[config.mk]
export PLATFORM = sky130hd
export DESIGN_NAME = dmem_arbiter
export DESIGN_NICKNAME = d
export VERILOG_FILES = /design/src/rtl/dmem_arb_pkg.sv /design/src/rtl/dmem_rr_arb2.sv /design/src/rtl/dmem_arbiter.sv
export SDC_FILE = /design/constraint.sdc
export NUM_CORES = 1
export LEC_CHECK = 0
export CAP_MARGIN = 20
export CORE_AREA = 2 2 90 92
export CTS_CLUSTER_SIZE = 10
export DETAILED_ROUTE_END_ITERATION = 6
export DIE_AREA = 0 0 92 94
export GPL_TIMING_DRIVEN = 0
export HOLD_SLACK_MARGIN = 0.05
export PLACE_DENSITY_LB_ADDON = 0.08
export SYNTH_ARGS = -nofsm -noshare
export SYNTH_HDL_FRONTEND = slang
export SYNTH_SLANG_ARGS = --single-unit
[constraint.sdc]
create_clock -name clk -period 2.2 [get_ports clk]
set_input_delay 0.33 -clock clk [delete_from_list [all_inputs] [get_ports clk]]
set_output_delay 0.33 -clock clk [all_outputs]
set_load 0.05 [all_outputs]
[src/rtl/dmem_arb_pkg.sv]
// Shared types for the dmem arbiter: FSM state and requester ids.
// No logic; latency and backpressure are defined by the blocks that import it.
// Id encoding: 0 = CPU load/store unit, 1 = debug/DMA loader.
package dmem_arb_pkg;

  typedef enum logic {
    ST_IDLE    = 1'b0,
    ST_RD_WAIT = 1'b1
  } arb_state_t;

  typedef logic req_id_t;

  localparam req_id_t REQ_CPU = 1'b0;
  localparam req_id_t REQ_DBG = 1'b1;

endpackage

[src/rtl/dmem_rr_arb2.sv]
// Two-way round-robin grant: the requester other than rr_last wins a conflict.
// Latency: purely combinational, zero cycles.
// Backpressure: the losing requester simply sees no grant and must hold its request.
module dmem_rr_arb2
  import dmem_arb_pkg::*;
(
  input  logic [1:0] req_vld,
  input  logic       rr_last,
  output logic [1:0] grant,
  output logic       grant_id
);

  always_comb begin
    grant    = 2'b00;
    grant_id = REQ_CPU;
    if (req_vld[0] && req_vld[1]) begin
      if (rr_last == REQ_CPU) begin
        grant    = 2'b10;
        grant_id = REQ_DBG;
      end else begin
        grant    = 2'b01;
        grant_id = REQ_CPU;
      end
    end else if (req_vld[1]) begin
      grant    = 2'b10;
      grant_id = REQ_DBG;
    end else if (req_vld[0]) begin
      grant    = 2'b01;
      grant_id = REQ_CPU;
    end
  end

endmodule

[src/rtl/dmem_arbiter.sv]
// Two-requester dmem arbiter/sequencer; DMEM_ARB_PERF_EN adds a saturating conflict counter.
// Latency: grant is combinational; read data returns exactly one cycle after acceptance.
// Backpressure: req_ready is the combinational round-robin grant, forced low during RESET.
module dmem_arbiter
  import dmem_arb_pkg::*;
#(
  parameter int  DATA_WIDTH = 32,
  parameter int  MEM_DEPTH  = 1024,
  localparam int ADDR_W     = $clog2(MEM_DEPTH)
) (
`ifdef DMEM_ARB_PERF_EN
  output logic [15:0]           conflict_cnt,
`endif
  input  logic                  clk,
  input  logic                  RESET,
  input  logic                  m0_req_valid,
  input  logic                  m1_req_valid,
  output logic                  m0_req_ready,
  output logic                  m1_req_ready,
  input  logic                  m0_req_we,
  input  logic                  m1_req_we,
  input  logic [ADDR_W-1:0]     m0_req_addr,
  input  logic [ADDR_W-1:0]     m1_req_addr,
  input  logic [DATA_WIDTH-1:0] m0_req_wdata,
  input  logic [DATA_WIDTH-1:0] m1_req_wdata,
  output logic                  m0_rsp_valid,
  output logic                  m1_rsp_valid,
  output logic [DATA_WIDTH-1:0] m0_rsp_rdata,
  output logic [DATA_WIDTH-1:0] m1_rsp_rdata,
  output logic                  mem_enable,
  output logic                  mem_read,
  output logic                  mem_write,
  output logic [ADDR_W-1:0]     mem_addr,
  output logic [DATA_WIDTH-1:0] mem_wdata,
  input  logic [DATA_WIDTH-1:0] mem_dout
);

  arb_state_t            state, state_nxt;
  logic [1:0]            req_vld, grant;
  logic                  grant_id, rr_last, rsp_id;
  logic                  xfer, sel_we, rsp_vld;
  logic [ADDR_W-1:0]     sel_addr;
  logic [DATA_WIDTH-1:0] sel_wdata;

  // Masking valids in reset keeps ready and every mem strobe low without extra gating.
  assign req_vld = RESET ? 2'b00 : {m1_req_valid, m0_req_valid};

  dmem_rr_arb2 u_rr_arb (
    .req_vld  (req_vld),
    .rr_last  (rr_last),
    .grant    (grant),
    .grant_id (grant_id)
  );

  assign m0_req_ready = grant[0];
  assign m1_req_ready = grant[1];
  assign xfer         = |grant;

  assign sel_we    = (grant_id == REQ_DBG) ? m1_req_we    : m0_req_we;
  assign sel_addr  = (grant_id == REQ_DBG) ? m1_req_addr  : m0_req_addr;
  assign sel_wdata = (grant_id == REQ_DBG) ? m1_req_wdata : m0_req_wdata;

  always_comb begin
    mem_enable = 1'b0;
    mem_read   = 1'b0;
    mem_write  = 1'b0;
    mem_addr   = '0;
    mem_wdata  = '0;
    if (xfer) begin
      mem_enable = 1'b1;
      mem_write  = sel_we;
      mem_read   = !sel_we;
      mem_addr   = sel_addr;
      mem_wdata  = sel_wdata;
    end
  end

  always_comb begin
    state_nxt = state;
    rsp_vld   = 1'b0;
    case (state)
      ST_IDLE: begin
        if (xfer && !sel_we) state_nxt = ST_RD_WAIT;
      end
      ST_RD_WAIT: begin
        rsp_vld   = 1'b1;
        state_nxt = (xfer && !sel_we) ? ST_RD_WAIT : ST_IDLE;
      end
      default: state_nxt = ST_IDLE;
    endcase
  end

  always_ff @(posedge clk) begin
    if (RESET) begin
      state   <= ST_IDLE;
      rr_last <= REQ_DBG;
      rsp_id  <= REQ_CPU;
    end else begin
      state <= state_nxt;
      if (xfer) rr_last <= grant_id;
      if (xfer && !sel_we) rsp_id <= grant_id;
    end
  end

  // A read left outstanding when RESET rises is dropped rather than returned.
  assign m0_rsp_valid = rsp_vld && !RESET && (rsp_id == REQ_CPU);
  assign m1_rsp_valid = rsp_vld && !RESET && (rsp_id == REQ_DBG);
  assign m0_rsp_rdata = m0_rsp_valid ? mem_dout : '0;
  assign m1_rsp_rdata = m1_rsp_valid ? mem_dout : '0;

`ifdef DMEM_ARB_PERF_EN
  always_ff @(posedge clk) begin
    if (RESET) begin
      conflict_cnt <= '0;
    end else if (m0_req_valid && m1_req_valid && (conflict_cnt != 16'hFFFF)) begin
      conflict_cnt <= conflict_cnt + 16'd1;
    end
  end
`endif

endmodule

### After elaboration in Yosys (flattened, before gate mapping)

Index checks and enable logic that the tools add are counted.

* memory bits (read-only): 0
* input port bits: 122
* logic and storage cells: 32
* bits in writable memories: 0
* register bits: 3
* bits in latches: 0
* memories: 0
* output and inout bits: 113

* reductions and logical operators: 8
* multiplexer cells: 20
* $mul: 0
* magnitude comparators: 0
* $add $sub $neg: 0
* divide/modulo/power cells: 0
* eq/ne operators: 0
* shifts and indexed selects: 0
* bitwise logic cells: 1

Operator list (count)
* $mux W32: 4
* $mux W10: 2
* $mux W1: 10
* $mux W2: 4
* $logic_and A1 B1 Y1: 5
* $logic_not A1 Y1: 2
* $reduce_or A2 Y1: 1
* $not A1 Y1: 1

### Logic depth before layout (Yosys ltp)

* word-level depth: 7
* gate-level depth with buffers: 5
* depth with buffers taken out: 3

### By module

Synthesis repeated with hierarchy kept, for this count alone.

* cell total of the unflattened synthesis: 187
* area total of the unflattened synthesis: 1320.0 µm²

Modules (own cells, without submodules)
* dmem_arbiter: cells each 183, area each 1293.7 µm², seq. area each 60.1 µm², times used 1
* dmem_rr_arb2: cells each 4, area each 26.3 µm², seq. area each 0.0 µm², times used 1

### Worst setup path after synthesis

Ideal clock, no wire load.

* path kind: reg2out
* start point: reg rsp_id
* end point: out m0_rsp_rdata[22]
* path buffers: 1
* data required time: 1.870 ns
* slack: 0.165 ns
* data arrival time: 1.705 ns
* cell stages (with the launch flop): 4
* path through: dfxtp_1 nor3b_2 clkbuf_1 and2_1

* cells in the longest elaborated chain, start to end: 3

Ends and longest elaborated chain
* start, declared: RTL line dmem_arbiter.sv:40 `logic grant_id, rr_last, rsp_id;`
* start signal, assigned: RTL line dmem_arbiter.sv:101 `if (xfer && !sel_we) rsp_id <= grant_id;`
* $not A1 Y1: RTL line dmem_arbiter.sv:106 `assign m0_rsp_valid = rsp_vld && !RESET && (rsp_id == REQ_CPU);`
* $logic_and A1 B1 Y1: RTL line dmem_arbiter.sv:106
* net m0_rsp_valid: RTL line dmem_arbiter.sv:26 `output logic m0_rsp_valid,`
* $mux W32: RTL line dmem_arbiter.sv:108 `assign m0_rsp_rdata = m0_rsp_valid ? mem_dout : '0;`
* end, declared: RTL line dmem_arbiter.sv:28 `output logic [DATA_WIDTH-1:0] m0_rsp_rdata,`

The timed path passes the listed nets, and every way through them passes these cells.

### Worst setup path in the final report

* start point: in m0_req_valid
* end point: out m1_req_ready

* cells in the longest elaborated chain, start to end: 3

Ends and longest elaborated chain
* start, declared: RTL line dmem_arbiter.sv:16 `input logic m0_req_valid,`
* $mux W2: RTL line dmem_arbiter.sv:46 `assign req_vld = RESET ? 2'b00 : {m1_req_valid, m0_req_valid};`
* $logic_and A1 B1 Y1: RTL line dmem_rr_arb2.sv:16 `if (req_vld[0] && req_vld[1]) begin`
* $mux W2: RTL line dmem_rr_arb2.sv:16
* end, declared: RTL line dmem_arbiter.sv:19 `output logic m1_req_ready,`

No other way between the ends.

==> results.yml <==
floorplan:
  rows: 32
  io_pins: 235
  die_h_um: 94
  dieArea_sq_um: 8650
  die_w_um: 92
  fp.coreArea_sq_um: 7610
  initial_core_util: 0.180
synthesis:
  synthesis.area_sq_um: 1370
  yosysSeqAreaShare: 0.0438
  synthDistinctLibCells: 22
  synth_area_leader_cell: "and2_1"
  synthesis.nets: 365
  ys_top_cells_by_count: "and2_1 (65), a21oi_1 (43), nand3_1 (43)"
  avgSynthCellArea_sq_um: 5.64
  synthCells: 243
  synth_area_leaders: "and2_1 (30%), a21oi_1 (16%), nand3_1 (16%)"
  async_flop_share: 0
  yosys_warnings: 0
  netlist.area_leader.share: 0.297
  synth.most_common_cell: "and2_1"
  synthFlopType: "dfxtp_1"
  synth_edf_count: 0
  ys_ff_latch: 3
routing:
  route.detailed.drc: 0
  first_pass_iters: 4
  routed_wl_um: 8310
  route.detailed.wl_per_inst_um: 14.3
  antenna_left: 0
  vias: 2634
  dr.first_iter.drc_count: 44
  viasPerCell: 4.52
layout:
  fin_util: 0.496
  syn_to_final_growth_pct: 175
  fillers: 786
  fin_cells: 583
  seq_area_sq_um: 60.1
  final_nets: 604
  diodes: 0
  drive_above_1_share: 0.287
  multi_input_area_sq_um: 1180
critical_path:
  cp-start-kind: "input port"
  endpoint_kind: "primary output"
  ff2ff_path_depth: 4
  cp.arrival_ns: 1.74
  crit_fanout: 10
  worstSetupPathType: "input port to primary output"
  critPathRequiredTime_ns: 1.87
global_route:
  track_usage: 0.175
  overflow: 0
  grt_max_degree: 11
  grt_pass1_wl_um: 12500
  first_global_vias: 2521
  antenna_found_initial: 0
pwr:
  power.density_nw_per_um2: 262
  leakage_nw: 1.55
  ir_worst_vdd_mv: 0.103
clock_tree:
  clkLatencyLatePin_ns: 0.22
  clock_sinks: 3
  cts_buffers: 3
  cts-root-buf: "clkbuf_8"
  clockBufferDepth: 2
  hold_buffers: 0
  clk_pin_slew_ns: 0.03
  post-cts-setup-buffers: 0
  cts_tree: "built"
  ctsHtreeMaxLevel: 1
flow_run:
  cap_violations: 0
sta:
  finalMaxSlewViolations: 0
  setup_viol: 0
  skew_ns: 0.000298
  timing.fmax_mhz: 482
  fin_crit_ns: 2.07
  relSlewSlack: 0.649
  grt_setup_unrepaired: "no"
  tns_ns: 0
  worst_pin_slew_ns: 0.528
  hold_violations: 0
  worst_slack_ns: 0.126
  min_period_over_period: 0.943
hold_path:
  holdPathStages: 2
  min_path_type: "input port to register"
place:
  io_buffers: 234
  routabilityCongestion: 0.746
  dp_hpwl_um: 6820
  dpl.cell_count: 579
  post-place-ws_ns: -0.762
status:
  status: "complete, no violations"
[placed cells by master, fill, tap and decap left out, types with 3 or more instances in the layout]
cell type	instances
buf_4	7
buf_2	47
dlygate4sd2_1	10
clkdlybuf4s15_1	3
clkbuf_2	14
o21ai_0	35
nor2b_1	3
dfxtp_1	3
clkbuf_8	3
a21oi_1	43
clkdlybuf4s15_2	61
and2_1	65
o21ai_1	8
nand3_1	43
clkdlybuf4s50_1	118
[cell type report]
class,count,area share
Tap cell,102,0.0338
Multi-Input combinational cell,211,0.312
Timing Repair Buffer,234,0.584
Clock buffer,4,0.0119
Sequential cell,3,0.0159
Inverter,1,0.000995
Buffer,28,0.0411
[timing repair]
item | CTS | global route
resized for setup | 412 | 14
setup endpoints to repair | 113 | 59
cloned | 0 | 0
[worst paths after layout]
| path | from | endpoint | slack [ns] |
|---|---|---|---|
| min reg2reg | rr_last$_SDFFE_PP1P_ | rr_last$_SDFFE_PP1P_ | 0.54 |
| max reg2reg | rr_last$_SDFFE_PP1P_ | rr_last$_SDFFE_PP1P_ | 1.12 |
| min | RESET | rsp_id$_SDFFE_PP0P_ | 0.43 |
| max | m0_req_valid | m1_req_ready | 0.13 |
[power by group]
group	leakage (nW)	internal (mW)	switching, mW
combinational	1.51	0.322	0.444
clock	0.0228	0.124	0.0382
sequential	0.0248	0.0580	0.00244
total	1.55	0.504	0.485
[through the flow]
| step | area [sq um] | total power [mW] | hold WS [ns] |
|---|---|---|---|
| after floorplan | 1370 | 0.478 | 0.409 |
| after global placement | 3840 | 0.875 | 0.521 |
| after detailed placement | 3840 | 0.878 | 0.530 |
| after CTS | 3770 | 0.996 | 0.534 |
| after global routing | 3770 | 1.05 | 0.468 |
| final | 3770 | 0.989 | 0.432 |
[state kept, by name, summed over array words and instances, names as in the netlist]
register / cells
rr_last: 1
rsp_id: 1
state: 1
[per-layer routing]
metal | up-vias | track usage | share of wire
met5 | - | 0 | 0
met4 | 0 | 0.0249 | 0.0082
met3 | 7 | 0.0401 | 0.079
met2 | 132 | 0.344 | 0.53
met1 | 1168 | 0.195 | 0.38
li1 | 1327 | - | -
[logic make-up (layout without fill, tap and decap cells)]
family                 after synthesis  count (layout)  synth area share
buffers and inverters               29             267             0.104
AO/OA/AOI/OAI                       90              90             0.336
flip-flops                           3               3            0.0438
AND/OR/NAND/NOR                    121             121             0.516
[worst max-delay path: stages]
cell	delay, ns
dlygate4sd2_1	0.28
and2_1	0.17
buf_4	0.16
buf_2	0.18
nor2_1	0.11
clkdlybuf4s15_1	0.50
Note: power is estimated with default switching activity, not from simulation.
